**src/rtl/dec_hzrd_scbd_pkg.sv**
```systemverilog
// Shared types and helpers for the decode-stage hazard/forwarding scoreboard.
// Holds the per-stage entry layout and the forward-select encoding.
package dec_pkg;

   typedef struct packed {
      logic       vld;
      logic [4:0] rd;
      logic       wen;
      logic       load;
   } scbd_entry_t;

   localparam int          FWD_SEL_RF = 0;
   localparam scbd_entry_t SCBD_EMPTY = '{vld: 1'b0, rd: 5'd0, wen: 1'b0, load: 1'b0};

   function automatic int fwd_sel_w(input int n);
      return $clog2(n + 1);
   endfunction

endpackage

```
**src/rtl/dec_hzrd_scbd_if.sv**
```systemverilog
// ID-stage request and hazard/forwarding response bundle of the scoreboard.
// master drives the decoded instruction, slave (the scoreboard) answers.
interface dec_hzrd_scbd_if
   import dec_pkg::*;
#(
   parameter int NUM_STAGES = 3,
   parameter int CNT_W      = 32
);
   localparam int SEL_W = fwd_sel_w(NUM_STAGES);

   logic             i_id_vld;
   logic [4:0]       i_id_rs1_raddr;
   logic [4:0]       i_id_rs2_raddr;
   logic             i_id_rs1_use;
   logic             i_id_rs2_use;
   logic [4:0]       i_id_rd_waddr;
   logic             i_id_rd_wen;
   logic             i_id_load;
   logic             i_flush;
   logic             i_stall;
   logic             o_hold;
   logic             o_bubble;
   logic [SEL_W-1:0] o_fwd_sel_op1;
   logic [SEL_W-1:0] o_fwd_sel_op2;
   logic [CNT_W-1:0] o_stall_cnt;

   modport master (
      output i_id_vld, i_id_rs1_raddr, i_id_rs2_raddr, i_id_rs1_use, i_id_rs2_use,
      output i_id_rd_waddr, i_id_rd_wen, i_id_load, i_flush, i_stall,
      input  o_hold, o_bubble, o_fwd_sel_op1, o_fwd_sel_op2, o_stall_cnt
   );

   modport slave (
      input  i_id_vld, i_id_rs1_raddr, i_id_rs2_raddr, i_id_rs1_use, i_id_rs2_use,
      input  i_id_rd_waddr, i_id_rd_wen, i_id_load, i_flush, i_stall,
      output o_hold, o_bubble, o_fwd_sel_op1, o_fwd_sel_op2, o_stall_cnt
   );

endinterface

```
**src/rtl/dec_hzrd_scbd_match.sv**
```systemverilog
// Per-operand lookup: finds the youngest in-flight writer of raddr and
// resolves it into a forward select or a load-use hazard.
module dec_hzrd_match
   import dec_pkg::*;
#(
   parameter int NUM_STAGES = 3,
   parameter int LOAD_STAGE = 2,
   parameter int RF_BYPASS  = 1,
   parameter int SEL_W      = fwd_sel_w(NUM_STAGES)
) (
   input  scbd_entry_t [NUM_STAGES:1] ents_i,
   input  logic [4:0]                 raddr_i,
   input  logic                       use_i,
   input  logic                       vld_i,
   output logic [SEL_W-1:0]           sel_o,
   output logic                       hazard_o
);

   logic qual_s;
   logic hit_s;
   logic hit_load_s;
   int   hit_k_s;

   assign qual_s = vld_i & use_i & (raddr_i != 5'd0);

   // Youngest-writer search: scanning oldest to youngest lets the smallest k win.
   always_comb begin
      hit_s      = 1'b0;
      hit_load_s = 1'b0;
      hit_k_s    = 0;
      for (int k = NUM_STAGES; k >= 1; k--) begin
         if (qual_s && ents_i[k].vld && ents_i[k].wen && (ents_i[k].rd == raddr_i)) begin
            hit_s      = 1'b1;
            hit_load_s = ents_i[k].load;
            hit_k_s    = k;
         end else begin
            hit_s      = hit_s;
            hit_load_s = hit_load_s;
            hit_k_s    = hit_k_s;
         end
      end
   end

   // Resolve the hit: load data not ready yet stalls, the WB stage may come from the RF.
   always_comb begin
      sel_o    = SEL_W'(FWD_SEL_RF);
      hazard_o = 1'b0;
      if (!hit_s) begin
         sel_o = SEL_W'(FWD_SEL_RF);
      end else if (hit_load_s && (hit_k_s < LOAD_STAGE)) begin
         hazard_o = 1'b1;
      end else if ((RF_BYPASS != 0) && (hit_k_s == NUM_STAGES)) begin
         sel_o = SEL_W'(FWD_SEL_RF);
      end else begin
         sel_o = SEL_W'(hit_k_s);
      end
   end

endmodule

```
**src/rtl/dec_hzrd_scbd.sv**
```systemverilog
// Decode-stage hazard/forwarding scoreboard: a shift register of in-flight
// destinations, two operand matchers, hold/bubble generation and a stall counter.
module dec_hzrd_scbd
   import dec_pkg::*;
#(
   parameter int NUM_STAGES = 3,
   parameter int LOAD_STAGE = 2,
   parameter int RF_BYPASS  = 1,
   parameter int CNT_W      = 32
) (
   input logic             i_clk,
   input logic             i_rst,
   dec_hzrd_scbd_if.slave  bus
);

   localparam int             SEL_W   = fwd_sel_w(NUM_STAGES);
   localparam logic [CNT_W-1:0] CNT_MAX = {CNT_W{1'b1}};

   scbd_entry_t [NUM_STAGES:1] ents_q, ents_d;
   logic [CNT_W-1:0]           cnt_q, cnt_d;
   scbd_entry_t                id_ent_s;
   logic [SEL_W-1:0]           sel1_s, sel2_s;
   logic                       haz1_s, haz2_s;
   logic                       hazard_s, hold_s, bubble_s;

   assign id_ent_s = '{vld: 1'b1, rd: bus.i_id_rd_waddr, wen: bus.i_id_rd_wen, load: bus.i_id_load};

   dec_hzrd_match #(
      .NUM_STAGES (NUM_STAGES),
      .LOAD_STAGE (LOAD_STAGE),
      .RF_BYPASS  (RF_BYPASS),
      .SEL_W      (SEL_W)
   ) u_match_op1 (
      .ents_i   (ents_q),
      .raddr_i  (bus.i_id_rs1_raddr),
      .use_i    (bus.i_id_rs1_use),
      .vld_i    (bus.i_id_vld),
      .sel_o    (sel1_s),
      .hazard_o (haz1_s)
   );

   dec_hzrd_match #(
      .NUM_STAGES (NUM_STAGES),
      .LOAD_STAGE (LOAD_STAGE),
      .RF_BYPASS  (RF_BYPASS),
      .SEL_W      (SEL_W)
   ) u_match_op2 (
      .ents_i   (ents_q),
      .raddr_i  (bus.i_id_rs2_raddr),
      .use_i    (bus.i_id_rs2_use),
      .vld_i    (bus.i_id_vld),
      .sel_o    (sel2_s),
      .hazard_o (haz2_s)
   );

   // Flush squashes the ID instruction, so it also cancels its hazard.
   assign hazard_s = (haz1_s | haz2_s) & ~bus.i_flush;
   assign hold_s   = bus.i_stall | hazard_s;
   assign bubble_s = hazard_s & ~bus.i_stall;

   assign bus.o_hold        = hold_s;
   assign bus.o_bubble      = bubble_s;
   assign bus.o_fwd_sel_op1 = sel1_s;
   assign bus.o_fwd_sel_op2 = sel2_s;
   assign bus.o_stall_cnt   = cnt_q;

   // Next state: shift the pipeline shadow unless frozen, count bubbles with saturation.
   always_comb begin
      ents_d = ents_q;
      cnt_d  = cnt_q;
      if (!bus.i_stall) begin
         for (int k = NUM_STAGES; k >= 2; k--) begin
            ents_d[k] = ents_q[k-1];
         end
         if (bus.i_id_vld && !hold_s && !bus.i_flush) begin
            ents_d[1] = id_ent_s;
         end else begin
            ents_d[1] = SCBD_EMPTY;
         end
      end else begin
         ents_d = ents_q;
      end
      if (bubble_s && (cnt_q != CNT_MAX)) begin
         cnt_d = cnt_q + CNT_W'(1);
      end else begin
         cnt_d = cnt_q;
      end
   end

   // State registers.
   always_ff @(posedge i_clk or posedge i_rst) begin
      if (i_rst) begin
         ents_q <= '0;
         cnt_q  <= '0;
      end else begin
         ents_q <= ents_d;
         cnt_q  <= cnt_d;
      end
   end

endmodule

```
**src/flat_wrapper.sv**
```systemverilog
// flat-port wrapper written by rule: the top's interface ports become plain ports
module dec_hzrd_scbd_flat import dec_pkg::*;
#(
   parameter int NUM_STAGES = 3,
   parameter int LOAD_STAGE = 2,
   parameter int RF_BYPASS  = 1,
   parameter int CNT_W      = 32
)
  (i_clk, i_rst, bus_i_id_vld, bus_i_id_rs1_raddr, bus_i_id_rs2_raddr, bus_i_id_rs1_use, bus_i_id_rs2_use, bus_i_id_rd_waddr, bus_i_id_rd_wen, bus_i_id_load, bus_i_flush, bus_i_stall, bus_o_hold, bus_o_bubble, bus_o_fwd_sel_op1, bus_o_fwd_sel_op2, bus_o_stall_cnt);
  dec_hzrd_scbd_if #(.NUM_STAGES(NUM_STAGES), .CNT_W(CNT_W)) bus_i ();
  input logic i_clk;
  input logic i_rst;
  input wire logic [$bits(bus_i.i_id_vld)-1:0] bus_i_id_vld;
  input wire logic [$bits(bus_i.i_id_rs1_raddr)-1:0] bus_i_id_rs1_raddr;
  input wire logic [$bits(bus_i.i_id_rs2_raddr)-1:0] bus_i_id_rs2_raddr;
  input wire logic [$bits(bus_i.i_id_rs1_use)-1:0] bus_i_id_rs1_use;
  input wire logic [$bits(bus_i.i_id_rs2_use)-1:0] bus_i_id_rs2_use;
  input wire logic [$bits(bus_i.i_id_rd_waddr)-1:0] bus_i_id_rd_waddr;
  input wire logic [$bits(bus_i.i_id_rd_wen)-1:0] bus_i_id_rd_wen;
  input wire logic [$bits(bus_i.i_id_load)-1:0] bus_i_id_load;
  input wire logic [$bits(bus_i.i_flush)-1:0] bus_i_flush;
  input wire logic [$bits(bus_i.i_stall)-1:0] bus_i_stall;
  output wire logic [$bits(bus_i.o_hold)-1:0] bus_o_hold;
  output wire logic [$bits(bus_i.o_bubble)-1:0] bus_o_bubble;
  output wire logic [$bits(bus_i.o_fwd_sel_op1)-1:0] bus_o_fwd_sel_op1;
  output wire logic [$bits(bus_i.o_fwd_sel_op2)-1:0] bus_o_fwd_sel_op2;
  output wire logic [$bits(bus_i.o_stall_cnt)-1:0] bus_o_stall_cnt;
  assign bus_i.i_id_vld = bus_i_id_vld;
  assign bus_i.i_id_rs1_raddr = bus_i_id_rs1_raddr;
  assign bus_i.i_id_rs2_raddr = bus_i_id_rs2_raddr;
  assign bus_i.i_id_rs1_use = bus_i_id_rs1_use;
  assign bus_i.i_id_rs2_use = bus_i_id_rs2_use;
  assign bus_i.i_id_rd_waddr = bus_i_id_rd_waddr;
  assign bus_i.i_id_rd_wen = bus_i_id_rd_wen;
  assign bus_i.i_id_load = bus_i_id_load;
  assign bus_i.i_flush = bus_i_flush;
  assign bus_i.i_stall = bus_i_stall;
  assign bus_o_hold = bus_i.o_hold;
  assign bus_o_bubble = bus_i.o_bubble;
  assign bus_o_fwd_sel_op1 = bus_i.o_fwd_sel_op1;
  assign bus_o_fwd_sel_op2 = bus_i.o_fwd_sel_op2;
  assign bus_o_stall_cnt = bus_i.o_stall_cnt;
  dec_hzrd_scbd #(.NUM_STAGES(NUM_STAGES), .LOAD_STAGE(LOAD_STAGE), .RF_BYPASS(RF_BYPASS), .CNT_W(CNT_W)) u_core (.i_clk(i_clk), .i_rst(i_rst), .bus(bus_i));
endmodule
```
**config.mk**
```make
export PLATFORM = sky130hd
export DESIGN_NAME = dec_hzrd_scbd_flat
export DESIGN_NICKNAME = d
export VERILOG_FILES = /design/src/rtl/dec_hzrd_scbd_pkg.sv /design/src/rtl/dec_hzrd_scbd_if.sv /design/src/rtl/dec_hzrd_scbd_match.sv /design/src/rtl/dec_hzrd_scbd.sv /design/src/flat_wrapper.sv
export SDC_FILE = /design/constraint.sdc
export NUM_CORES = 1
export LEC_CHECK = 0
export CORE_UTILIZATION = 55
export CTS_BUF_LIST = sky130_fd_sc_hd__clkbuf_8
export DETAILED_ROUTE_END_ITERATION = 16
export PLACE_DENSITY = 0.92
export REMOVE_ABC_BUFFERS = 1
export SLEW_MARGIN = 20
export SYNTH_ARGS = -nofsm -noshare
export SYNTH_HDL_FRONTEND = slang
export SYNTH_SLANG_ARGS = --single-unit
export TNS_END_PERCENT = 100
```
**constraint.sdc**
```tcl
create_clock -name i_clk -period 3.5 [get_ports i_clk]
set_input_delay 0.525 -clock i_clk [delete_from_list [all_inputs] [get_ports i_clk]]
set_output_delay 0.525 -clock i_clk [all_outputs]
set_load 0.01 [all_outputs]
```
* Word level (Yosys, flattened, before mapping)
Cells that the tools add are included.
** Word-level totals
- Memory bits (writable) :: 0
- Bits in latches :: 0
- Bits of input ports :: 24
- Bits in read-only memories :: 0
- Memories kept :: 0
- Output and inout bits :: 38
- Register bits :: 56
** Cells by class
- Divide/modulo/power cells :: 0
- $lt $le $gt $ge :: 2
- Reductions and logical operators :: 27
- Equality and inequality tests :: 9
- Bitwise gates (word level) :: 10
- Mux-type cells :: 29
- Shift operators :: 0
- Add/subtract/negate cells :: 1
- Multipliers :: 0
** Operators by type and width (count)
- $mux 32 :: 4
- $eq 32x3->1 const B :: 2
- $lt 32x3->1 const B :: 2
- $add 32x1->32 const B :: 1
- $ne 32x32->1 const B :: 1
- $eq 5x5->1 :: 6
- $logic_and 1x1->1 :: 23
- $mux 1 :: 16
- $mux 2 :: 8
- $reduce_bool 5->1 :: 2
- $mux 8 :: 1
- $and 1x1->1 :: 6
- $logic_not 1->1 :: 2
- $not 1->1 :: 2
- $or 1x1->1 :: 2

* Longest topological paths before layout
- Depth in word-level cells :: 19
- Depth in mapped cells :: 9
- Mapped depth without buffers :: 7

* By module
From an unflattened synthesis, not the netlist that was laid out.
** Unflattened totals
- Cell total of the unflattened synthesis :: 244
- Area, all modules :: 2763.9 µm²
** By module, submodules not included
- dec_hzrd_scbd :: area each 2436.1 µm², cells each 204, instances 1
- dec_hzrd_match :: area each 163.9 µm², cells each 20, instances 2

* Worst setup path after synthesis
Ideal clock, no wire load.
- Kind :: input to output
- Start point :: in bus_i_id_rs2_raddr[1]
- End point :: out bus_o_bubble
- Arrival time :: 1844 ps
- Cell stages on the path :: 6
- Slack :: 1131 ps
- Cell sequence :: or4_1 o211ai_2 nor4_4 o211ai_4 buf_4 inv_1
** Between the ends
- Word-level cells in the longest chain between the ends :: 15
- Elaborated cells between the ends (all ways) :: 30
- Those cells by class :: order compare (1); eq/ne (3); mux (11); bitwise (4); reduce/logical (11)
** RTL lines
- start: declaration :: line flat_wrapper.sv:15 : input wire logic [$bits(bus_i.i_id_rs2_raddr)-1:0] bus_i_id_rs2_raddr;
- $reduce_bool 5->1 :: line dec_hzrd_scbd_match.sv:24 : assign qual_s = vld_i & use_i & (raddr_i != 5'd0);
- $and 1x1->1 :: line dec_hzrd_scbd_match.sv:24
- $logic_and 1x1->1 (3 in series) :: line dec_hzrd_scbd_match.sv:32 : if (qual_s && ents_i[k].vld && ents_i[k].wen && (ents_i[k].rd == raddr_i)) begin
- $mux 2 :: line dec_hzrd_scbd_match.sv:32
- $mux 32 (2 in series) :: line dec_hzrd_scbd_match.sv:32
- $lt 32x3->1 :: line dec_hzrd_scbd_match.sv:50 : end else if (hit_load_s && (hit_k_s < LOAD_STAGE)) begin
- $logic_and 1x1->1 :: line dec_hzrd_scbd_match.sv:50
- $mux 1 :: line dec_hzrd_scbd_match.sv:50
- $mux 1 * :: line dec_hzrd_scbd_match.sv:48 : if (!hit_s) begin
- $or 1x1->1 * :: line dec_hzrd_scbd.sv:57 : assign hazard_s = (haz1_s | haz2_s) & ~bus.i_flush;
- $and 1x1->1 * :: line dec_hzrd_scbd.sv:57
- $and 1x1->1 * :: line dec_hzrd_scbd.sv:59 : assign bubble_s = hazard_s & ~bus.i_stall;
- end: declaration :: line flat_wrapper.sv:24 : output wire logic [$bits(bus_i.o_bubble)-1:0] bus_o_bubble;
Every way passes the cells marked *; elsewhere a longest branch is shown, timed or not.

* Final worst setup path
- Start point :: in bus_i_id_rs1_raddr[1]
- End point :: out bus_o_fwd_sel_op1[1]
** Between the ends
- Word-level cells in the longest chain between the ends :: 12
- Elaborated cells between the ends (all ways) :: 29
- Those cells by class :: order compare (1); eq/ne (4); mux (12); bitwise (1); reduce/logical (11)
** RTL lines
- start: declaration :: line flat_wrapper.sv:14 : input wire logic [$bits(bus_i.i_id_rs1_raddr)-1:0] bus_i_id_rs1_raddr;
- $reduce_bool 5->1 :: line dec_hzrd_scbd_match.sv:24
- $and 1x1->1 :: line dec_hzrd_scbd_match.sv:24
- $logic_and 1x1->1 (3 in series) :: line dec_hzrd_scbd_match.sv:32
- $mux 2 :: line dec_hzrd_scbd_match.sv:32
- $mux 32 (2 in series) :: line dec_hzrd_scbd_match.sv:32
- $lt 32x3->1 or $eq 32x3->1 (tied branches) :: line dec_hzrd_scbd_match.sv:50, dec_hzrd_scbd_match.sv:52
- $logic_and 1x1->1 or $mux 2 (tied branches) :: line dec_hzrd_scbd_match.sv:50, dec_hzrd_scbd_match.sv:52
- $mux 2 :: line dec_hzrd_scbd_match.sv:50
- $mux 2 * :: line dec_hzrd_scbd_match.sv:48
- end: declaration :: line flat_wrapper.sv:25 : output wire logic [$bits(bus_i.o_fwd_sel_op1)-1:0] bus_o_fwd_sel_op1;
Marks and branches as above.

==> metrics.txt <==
P_leak=1.527 nW; worst path arrival time=2680 ps; antenna viol nets, final=0; slowest CP cell=or4_1; commonest non-fill, non-tap cell in the layout=clkdlybuf4s50_1; Layout area overhead=27.65%; Internal=between 700 and 800 uW; min cycle time layout=between 3000 and 4000 ps; Post-synth EDFFs=0; largest net degree at the start of global routing=48; Cells after DPL=342; die width=approximately 71 um; Core Box Area=between 0.004 and 0.005 mm^2; worst hold start=u_core.bus.o_stall_cnt[15]; Switch Pwr=230.2 uW; worst-path cell chain=clkdlybuf4s50_1 > or4_1 > o211ai_2 > nor4_4 > nor3_1 > clkdlybuf4s50_1; Final Setup Violations=0; drt pass-1 iters=4; GRT Resource Usage Total=roughly a quarter; Least-Margin Pin Slew=952.6 ps; worst stage delay on the critical path=about 570 ps; FMAX=311.6 MHz; RSZ-0062 raised after global routing=false; final hold violations=0; die area=0.005102 mm^2; #FFs+latches synth=47; Final Slew Violations=0; first-pass GRT wire length=9839 um; Clk pin slew, worst setup/hold paths=80 ps; DR WL/cell=16.74 um; root buf cell=clkbuf_8; largest family of logic cells by synthesized area=simple AND/OR/NAND/NOR gates; Synth Area in Simple Gates=26.66%; I/O pins=62; Worst Hold Slack=492.7 ps; number of antenna diodes=0; Final TNS setup=0 ps; Syn Area/Cell=11.19 um^2; vias in the first global route=2,007; clock share of power=33.2%; gpl congestion=around 0.91; H-tree levels=2; port bufs=slightly above 60; Design Area, Final=0.003385 mm^2; First DRT Iteration DRCs=76; Placed Instance Area=0.003297 mm^2; Vias/cell=5.840; worst path required time=~3000 ps; Vias=about 2k; CTS Buf Count=5; Rel. slew slack=36.40%; post-synthesis xor/xnor area fraction=between 10% and 20%; Sw Ratio=23.24%; worst-skew pair later-pin latency=300 ps; Post-CTS Setup Repair Bufs=0; Post-synth ARST share=100.0%; status=complete, no violations; Nets=about 320; Max Buffers Root-to-Sink=2; layout cell share with drive strength beyond 1=between 10% and 20%; CTS tree=yes; Post-Layout Cell Count=349; mux share of post-synthesis cell area=under 10%; combinational power share=9.4%; cts repair resizes=0; Detailed Place HPWL=4142 um; drt total wl=5844 um; Chip Height=71.43 um; Synth Flop Type=dfrtp_1; Cell Rows=24; CP startpoint=bus_i_id_rs1_raddr[1]; CP Capture Type=primary output; Final Util=75.14%; worst setup margin=290.6 ps; hold_buf cts=0; # Max-Cap Violations=0; clk sinks=47; Post-route DRC=0; commonest non-fill, non-tap cells in the layout=clkdlybuf4s50_1, dfrtp_1, xor2_1, nand2_1, nor4_2; GRT overflow=0; post-synth cell types=35; compound-gate portion of the synthesized area=4.814%; Critical R2R Launch=u_core.bus.o_stall_cnt[0]; Initial Utilization=58.86%; most used cell, CP=clkdlybuf4s50_1; crit-path max FO=4; Setup crit start kind=input port; dpl ws=293.6 ps; synthesized area=0.002651 mm^2; sequential power share=57.4%; Post-Synthesis Cells=237; Tot Pwr=990.6 uW; VDD IR max=roughly 0.18 mV; initial antenna violation count=0; HP Class=reg2reg; Post-Synth Adder-Cell Area=0.4719%; sequential area share after synthesis=between 40% and 50%; Syn. warnings=0; pwr/cell area=292.7 mW/mm^2; Fin Clk Skew=approximately 4.2 ps; Final period util=91.70%; Setup CP Type=in2out
-- metal layers --
metal | part of all wire (%) | track usage, %
met5 | 0 | 0
met4 | 1.5 | 7.556
met3 | 5.3 | 6.470
met2 | 47 | 38.52
met1 | 46 | 34.75
-- final cells by class --
class / count / area (um^2)
Multi-Input combinational cell: 173 / 1393
Inverter: 4 / 15.01
Fill cell: 314 / 1120
Clock buffer: 6 / 82.58
Timing Repair Buffer: 66 / 648.1
Tap cell: 52 / 65.06
Clock inverter: 1 / 5.005
Sequential cell: 47 / 1176
-- cells by family (layout without fill, tap and decap cells) --
| logic type | Yosys count | in the layout |
|---|---|---|
| muxes | 8 | 8 |
| adders and majority gates | 1 | 1 |
| xor gates and xnor gates | 51 | 51 |
| buffers and inverters | 17 | 77 |
| DFF | 47 | 47 |
| AOI/OAI and AO/OA | 13 | 13 |
| and+or+nand+nor | 100 | 100 |
-- synth_stat cells, types with 3 or more instances --
master    number  area (um^2)
a22o_1         7        61.31
and3_1         6        37.54
or4_1          3        22.52
nor3_1        12        60.06
clkbuf_1       5        18.77
and4_1         5        43.79
nand4_1       11        68.82
xor2_1        40        350.3
inv_1          4        15.01
nor2_1         6        22.52
nor4_2        17        212.7
dfrtp_1       47         1176
xnor2_1       11        96.34
buf_2          4        20.02
nand2_1       17        63.81
and2_1         3        18.77
nand3_1        8        40.04
mux2_2         7        78.83
-- worst max-delay path: cells and delay by family --
| kind | cells | cell delay [ps] |
|---|---|---|
| simple gates | 3 | 890 |
| compound gates | 1 | 230 |
| buf+inv | 2 | 1050 |
-- power by group through the flow --
stage / Combinational, mW / Clock [mW] / Sequential [mW]
after floorplan: 0.0481 / 0 / 0.575
after detailed placement: 0.0934 / 0 / 0.580
after CTS: 0.0942 / 0.338 / 0.569
after global placement: 0.0916 / 0 / 0.579
final: 0.0929 / 0.329 / 0.569
after global routing: 0.102 / 0.361 / 0.571
-- registers in the layout, summed over array words and instances, names as in the netlist --
signal                  cells
u_core.ents_q              15
u_core.bus.o_stall_cnt     32
-- final timing paths --
| check | slack (ps) | end | depth (start not counted) |
|---|---|---|---|
| max in group asynchronous | 2150 | u_core.ents_q[13] | 2 |
| setup reg to reg | 920 | u_core.bus.o_stall_cnt[1] | 7 |
| min in group asynchronous | 770 | u_core.bus.o_stall_cnt[29] | 2 |
| hold / removal | 490 | u_core.bus.o_stall_cnt[15] | 1 |
| setup / recovery | 290 | bus_o_fwd_sel_op1[1] | 6 |
| hold reg to reg | 490 | u_core.bus.o_stall_cnt[15] | 1 |
Note: power is estimated with default switching activity, not from simulation.
